==> config.mk <==
export PLATFORM = sky130hd
export DESIGN_NAME = timer_multi
export DESIGN_NICKNAME = d
export VERILOG_FILES = /design/src/rtl/timer_multi_pkg.sv /design/src/rtl/timer_channel.sv /design/src/rtl/timer_multi.sv
export SDC_FILE = /design/constraint.sdc
export NUM_CORES = 1
export LEC_CHECK = 0
export CAP_MARGIN = 10
export CORE_ASPECT_RATIO = 0.75
export CORE_MARGIN = 1
export CORE_UTILIZATION = 39
export DETAILED_ROUTE_END_ITERATION = 6
export GPL_TIMING_DRIVEN = 0
export HOLD_SLACK_MARGIN = 0.05
export PLACE_DENSITY = 0.57
export REMOVE_ABC_BUFFERS = 1
export SYNTH_ARGS = -nofsm -noshare
export SYNTH_HDL_FRONTEND = slang
export SYNTH_HIERARCHICAL = 1
export SYNTH_SLANG_ARGS = --single-unit
==> constraint.sdc <==
create_clock -name clk -period 7.53 [get_ports clk]
set_clock_uncertainty 0.05 [all_clocks]
set_input_delay 1.506 -clock clk [delete_from_list [all_inputs] [get_ports clk]]
set_output_delay 1.506 -clock clk [all_outputs]
set_load 0.01 [all_outputs]
==> src/rtl/timer_multi_pkg.sv <==
// Shared register offsets, mode encodings and CTRL bit positions for the
// multi-channel timer.
package timer_multi_pkg;
  localparam logic [1:0] REG_CTRL   = 2'd0;
  localparam logic [1:0] REG_PRESET = 2'd1;
  localparam logic [1:0] REG_COUNT  = 2'd2;
  localparam logic [1:0] REG_STATUS = 2'd3;

  localparam logic [1:0] MODE_ONESHOT = 2'b00;
  localparam logic [1:0] MODE_RELOAD  = 2'b01;

  localparam int CTRL_EN       = 0;
  localparam int CTRL_MODE_LSB = 1;
  localparam int CTRL_MODE_MSB = 2;
  localparam int CTRL_IE       = 3;
  localparam int CTRL_PSC_LSB  = 8;
endpackage

==> src/rtl/timer_channel.sv <==
// One timer channel: control fields, prescaler, down-counter and sticky
// pending flag, with decoded write strobes from the shared register window.
module timer_channel
  import timer_multi_pkg::*;
#(
  parameter int WIDTH = 32,
  parameter int PSC_W = 8
) (
  input  logic             clk,
  input  logic             rst,
  input  logic             wr_ctrl,
  input  logic             wr_preset,
  input  logic             wr_status,
  input  logic [31:0]      din,
  output logic [31:0]      ctrl_rd,
  output logic [WIDTH-1:0] preset,
  output logic [WIDTH-1:0] count,
  output logic             pending,
  output logic             irq
);
  logic             en, ie;
  logic [1:0]       mode;
  logic [PSC_W-1:0] psc, psc_cnt;
  logic             tick, term;
  logic             unused_din;

  assign unused_din = ^din;
  assign tick = en && (psc_cnt == psc);
  // A PRESET write in the same cycle swallows the tick, so no event either.
  assign term = tick && (count == WIDTH'(1)) && !wr_preset;

  always_ff @(posedge clk) begin
    if (rst) begin
      en      <= 1'b0;
      ie      <= 1'b0;
      mode    <= MODE_ONESHOT;
      psc     <= '0;
      psc_cnt <= '0;
      preset  <= '0;
      count   <= '0;
      pending <= 1'b0;
    end else begin
      if (wr_ctrl || wr_preset || !en || tick) psc_cnt <= '0;
      else                                     psc_cnt <= psc_cnt + PSC_W'(1);

      if (wr_preset) begin
        preset <= din[WIDTH-1:0];
        count  <= din[WIDTH-1:0];
        en     <= 1'b1;
      end else if (tick) begin
        if (count > WIDTH'(1)) count <= count - WIDTH'(1);
        else if (count == WIDTH'(1)) begin
          if (mode == MODE_RELOAD) count <= preset;
          else begin
            count <= '0;
            en    <= 1'b0;
          end
        end else en <= 1'b0;
      end

      // Later assignment lets a CTRL write override en/mode from a terminal event.
      if (wr_ctrl) begin
        en   <= din[CTRL_EN];
        mode <= din[CTRL_MODE_MSB:CTRL_MODE_LSB];
        ie   <= din[CTRL_IE];
        psc  <= din[CTRL_PSC_LSB +: PSC_W];
      end

      if (term)                  pending <= 1'b1;
      else if (wr_status && din[0]) pending <= 1'b0;
    end
  end

  always_comb begin
    ctrl_rd = '0;
    ctrl_rd[CTRL_EN]                     = en;
    ctrl_rd[CTRL_MODE_MSB:CTRL_MODE_LSB] = mode;
    ctrl_rd[CTRL_IE]                     = ie;
    ctrl_rd[CTRL_PSC_LSB +: PSC_W]       = psc;
  end

  assign irq = pending & ie;
endmodule

==> src/rtl/timer_multi.sv <==
// NCH-channel timer behind one register window: addr[5:2] picks the channel,
// addr[1:0] the register. Out-of-range channels read 0 and ignore writes.
module timer_multi
  import timer_multi_pkg::*;
#(
  parameter int NCH   = 4,
  parameter int WIDTH = 32,
  parameter int PSC_W = 8
) (
  input  logic           clk,
  input  logic           rst,
  input  logic [5:0]     addr,
  input  logic           we,
  input  logic [31:0]    din,
  output logic [31:0]    dout,
  output logic           irq,
  output logic [NCH-1:0] irq_vec
);
  logic [3:0]                ch;
  logic [1:0]                rsel;
  logic [NCH-1:0][31:0]      ctrl_rd, preset_rd, count_rd;
  logic [NCH-1:0]            pend;

  assign ch   = addr[5:2];
  assign rsel = addr[1:0];

  for (genvar i = 0; i < NCH; i++) begin : g_ch
    logic             sel;
    logic [WIDTH-1:0] preset, count;

    assign sel = we && (ch == 4'(i));

    timer_channel #(.WIDTH(WIDTH), .PSC_W(PSC_W)) u_ch (
      .clk       (clk),
      .rst       (rst),
      .wr_ctrl   (sel && (rsel == REG_CTRL)),
      .wr_preset (sel && (rsel == REG_PRESET)),
      .wr_status (sel && (rsel == REG_STATUS)),
      .din       (din),
      .ctrl_rd   (ctrl_rd[i]),
      .preset    (preset),
      .count     (count),
      .pending   (pend[i]),
      .irq       (irq_vec[i])
    );

    assign preset_rd[i] = 32'(preset);
    assign count_rd[i]  = 32'(count);
  end

  always_comb begin
    dout = '0;
    for (int i = 0; i < NCH; i++) begin
      if (ch == 4'(i)) begin
        case (rsel)
          REG_CTRL:   dout = ctrl_rd[i];
          REG_PRESET: dout = preset_rd[i];
          REG_COUNT:  dout = count_rd[i];
          default:    dout = {31'b0, pend[i]};
        endcase
      end
    end
  end

  assign irq = |irq_vec;
endmodule

Yosys cells after proc, flatten, opt, wreduce, memory -nomap -nowiden
Index checks and enable logic that the tools add are counted.
{ "word_totals": {"elab_cells": 217, "register_bits": 340} }
{ "op_classes": {"n_mux": 60, "order_cmp": 4, "eq_ne": 26, "reduce_logical": 83, "n_addsub": 8, "n_bitwise": 4} }
{ "ops": {"columns": ["cell", "count"], "rows": [
  ["32-bit 2-to-1 mux", 24],
  ["32-bit case mux with 3 select lines", 4],
  ["32-bit by 1-bit == test with 1-bit output, second input constant", 4],
  ["32-bit by 1-bit greater-than comparator with 1-bit output, second input constant", 4],
  ["32-bit by 1-bit subtractor with 32-bit output, second input constant", 4],
  ["8-bit by 1-bit adder with 8-bit output, second input constant", 4],
  ["8-bit == test", 4],
  ["1-bit logical AND", 32],
  ["1-bit 2-to-1 mux", 32],
  ["3-bit nonzero test", 8],
  ["4-bit by 2-bit inequality test with 1-bit output, second input constant", 4],
  ["2-bit nonzero test", 8],
  ["1-bit logical OR", 12],
  ["3-bit by 1-bit inequality test with 1-bit output, second input constant", 4],
  ["3-bit AND reduction", 4],
  ["2-bit by 1-bit == test with 1-bit output, second input constant", 5],
  ["4-bit by 2-bit == test with 1-bit output, second input constant", 2],
  ["1-bit zero test", 8],
  ["2-bit AND reduction", 4],
  ["2-bit OR reduction", 4],
  ["1-bit AND", 4],
  ["2-bit == test, second input constant", 2],
  ["4-bit by 1-bit == test with 1-bit output, second input constant", 1],
  ["4-bit zero test", 1],
  ["2 further kinds", 2]
]} }

Depth between registers and ports, before layout
{ "logic_depth": {"depth_word": 7, "depth_mapped": 10} }

Hierarchy
Netlist, hierarchy kept.
{ "modules_own_cells": {"columns": ["mod", "seq_area_each_um2", "cells_per_inst", "area_per_inst_um2", "instances"], "rows": [
  ["timer_channel", 1701.6, 595, 4800.9, 4],
  ["timer_multi", 0.0, 472, 3435.8, 1]
]} }

Least setup slack after synthesis
No wires, ideal clock.
{ "synth_path": {"path_type": "input to output", "startpoint": "input addr[0]", "endpoint": "output dout[10]", "arrival_time_ns": 2.646, "setup_slack_ns": 3.328, "t_required_ns": 5.974, "cell_stages": 6, "cell_sequence": "buf_4 > buf_2 > mux2i_1 > a2bb2oi_1 > o22ai_1 > a221o_1"} }
{ "synth_between": {"elab_chain_len": 6, "word_cells_on_any_way": 11, "classes_between": "eq/ne (2); mux (8); reduce/logical (1)"} }
{ "synth_lines": {"columns": ["item", "line_no", "text"], "rows": [
  ["from (decl)", "timer_multi.sv:12", "input logic [5:0] addr,"],
  ["2-bit == test, or another cell as far along", "timer_multi.sv:55", "case (rsel)"],
  ["32-bit case mux with 3 select lines", "timer_multi.sv:55", null],
  ["32-bit 2-to-1 mux (3 in a row)", "timer_multi.sv:54", "if (ch == 4'(i)) begin"],
  ["32-bit 2-to-1 mux *", "timer_multi.sv:54", null],
  ["to (decl)", "timer_multi.sv:15", "output logic [31:0] dout,"]
]} }
Mark *: on every way between the ends. The rest lies on a longest branch, timed or not.

Worst setup path in the final report
{ "layout_path": {"startpoint": "input addr[1]", "endpoint": "output dout[10]"} }
The elaborated chain is that of the path after synthesis.

==> impl_metrics.toml <==
[run_status]
outcome = "finished clean"

[cells_and_area]
area_delta_synth_final_pct = 12.2
utilization_pct = 44.3
fillCellCount = 5704
drive_above_1_share_pct = 7.17
final_area_mm2 = 0.0254
nets = 2858
final_cells = 3612

[synthesis]
synth_top_family_by_area = "simple AND/OR/NAND/NOR gates"
synthArstFlopShare_pct = 0
synth_top_area_share_pct = 30.1
synth_compound_area_share_pct = 19.8
ys_types = 62
synth_warnings = 6
synth-xor-area-share_pct = 5.26
synth_commonest_cells = "nor2_1 (366), dfxtp_1 (340), mux2i_1 (303)"
synth_most_common_cell = "nor2_1"
synth-main-ff-cell = "dfxtp_1"
syn_inst = 2852
synth_edf_count = 0
synth_mux_area_share_pct = 13.8
synth-simple-area-share_pct = 22.0
avgSynthCellArea_um2 = 7.94
synthTopCellsByArea = "dfxtp_1 (30%), mux2i_1 (13%), nor2_1 (6.1%)"
synth-seq-cells = 340
syn_area_mm2 = 0.0226
yosysTopAreaCell = "dfxtp_1"
ys_seq_area_share_pct = 30.1
synth_adder_area_share_pct = 0.663

[critical_path]
worstPathRequired_ps = 5970
critPathKind = "input port to output port"
worst_setup_path_start_kind = "input port"
cp-end-kind = "output port"
rrSetupSlack_ps = 3830
path_max_fanout = 75
critPathArrivalTime_ps = 5310

[sta]
hold_viol = 0
tightest_slew_ps = 1360
min_period_ps = 6860
fin_crit_sh_pct = 91.2
final.setup.tns_ps = 0
rsz0062_at_grt = "false"
setup_viol = 0
maxSlewHeadroom_pct = 8.20
worst_slack_ps = 666
maxSlewViolCount = 0
clock.fmax_mhz = 146

[route]
drt_iter0_drc = 3092
drt-total-wl_mm = 91.7
antenna_left = 0
first_pass_iters = 5
wl_per_cell_um = 25.4
drcViolationCount = 0
via_per_inst = 6.20
dr_total_vias = 22400

[cts]
root_buffer = "clkbuf_16"
cts_tree = "done"
ctsLongestPathBuffers = 3
cts_buffers = 40
clock-sinks = 340
htreeDepth = 2
ctsResizeCount = 0
path_clk_slew_ps = 60
clock_latency_ps = 580
post-cts-setup-buffers = 0
hold_buffers = 0

[global_routing]
gr-total-overflow = 0
grt_usage_pct = 30.4
grt_pass1_vias = 20200
grt_antenna_before_repair = 4
grt_pass1_wl_mm = 136
grt_max_degree = 127

[floorplanning]
initial_utilization_pct = 39.5
die-area_mm2 = 0.0590
die_h_um = 211
ios = 78
core-area_mm2 = 0.0573
num_rows = 76
die_w_um = 280

[power]
power_density_mw_per_mm2 = 186
irDropWorstVdd_mv = 0.136
leakage_nw = 9.61

[place]
place_area_mm2 = 0.0241
pre_cts_slack_ps = 823
gp_congestion = 0.955
io_buffers = 77
numPlacedInstances = 3538
hpwl_mm = 65.3

[min_path]
hold_path.class = "register to register"

[flow_run]
drv_cap = 0
[cells by family after synthesis]
group,Yosys count
fa+ha+maj,12
buf+inv,375
other cells,4
mux,307
xor+xnor,136
compound gates,633
flops,340
simple gates,1045
[power breakdown]
part / internal, mW / total [mW] / switching, mW / leakage [nW]
Sequential: 1.81 / 1.83 / 0.0219 / 2.74
Clock: 1.08 / 1.91 / 0.834 / 0.629
Combinational: 0.339 / 0.978 / 0.639 / 6.24
Total: 3.23 / 4.72 / 1.50 / 9.61
[metrics by stage]
stage	hold WS [ps]	power [mW]
2_1_floorplan	403	2.38
3_3_place_gp	415	2.79
3_5_place_dp	423	2.81
4_1_cts	433	4.71
5_1_grt	452	4.88
6_report	434	4.72
[worst paths after layout]
kind	start	end	cells after the start
worst max-delay path	addr[1]	dout[10]	10
worst min-delay path	g_ch[3].u_ch/preset[1]$_SDFFE_PP0P_	g_ch[3].u_ch/preset[1]$_SDFFE_PP0P_	2
worst max register to register	g_ch[2].u_ch/count[11]$_SDFFE_PP0P_	g_ch[2].u_ch/count[14]$_SDFFE_PP0P_	8
worst min register to register	g_ch[3].u_ch/preset[1]$_SDFFE_PP0P_	g_ch[3].u_ch/preset[1]$_SDFFE_PP0P_	2
[area by class of cell]
class | count | area, um^2 | area share [%]
multi-input cells | 2213 | 14400 | 56.7
flip-flops and latches | 340 | 6810 | 26.8
repair buffers | 137 | 1700 | 6.69
clock buffers | 54 | 1160 | 4.58
well taps | 780 | 976 | 3.84
inverters | 73 | 274 | 1.08
clock inverters | 14 | 70.1 | 0.276
diodes | 1 | 2.50 | 0.00985
[sequential cells by signal, summed over array words and instances (netlist names)]
register / count
g_ch.u_ch/count: 128
g_ch.u_ch/preset: 128
g_ch.u_ch/psc: 32
g_ch.u_ch/psc_cnt: 32
g_ch.u_ch/mode: 8
g_ch.u_ch/en: 4
g_ch.u_ch/ie: 4
g_ch.u_ch/pending: 4
[worst max-delay path, cell delays in order]
cell and delay, ps:
buf_6 420, buf_16 380, nor2b_4 630, buf_12 290, buf_12 220, buf_12 200, nand2_1 70, o21ai_0 330
a221o_1 500, clkdlybuf4s50_1 610
[cell usage in the layout, fill, tap and decap left out, drive strengths merged, types with 56 or more instances in the layout]
| cell | Yosys | final |
|---|---|---|
| inv | 69 | 69 |
| xnor2 | 56 | 56 |
| mux2i | 303 | 303 |
| o21ai | 122 | 122 |
| nand2 | 284 | 284 |
| dfxtp | 340 | 340 |
| clkdlybuf4s50 | 0 | 74 |
| a21oi | 114 | 114 |
| buf | 159 | 62 |
| nor2 | 366 | 366 |
| nor4 | 61 | 61 |
| nand3 | 87 | 87 |
| conb | 4 | 80 |
| a221oi | 57 | 57 |
| o22ai | 58 | 58 |
| a2bb2oi | 60 | 60 |
| xor2 | 80 | 80 |
[layer usage]
metal  global-route usage [%]  wire, um  vias to the layer above
met4                     8.44      2300                        0
met2                     39.5     34700                     1250
li1                         -         -                    10100
met3                     7.65     10900                      123
met5                        0         0                        -
met1                     47.9     43900                    10900
Note: power is estimated with default switching activity, not from simulation.
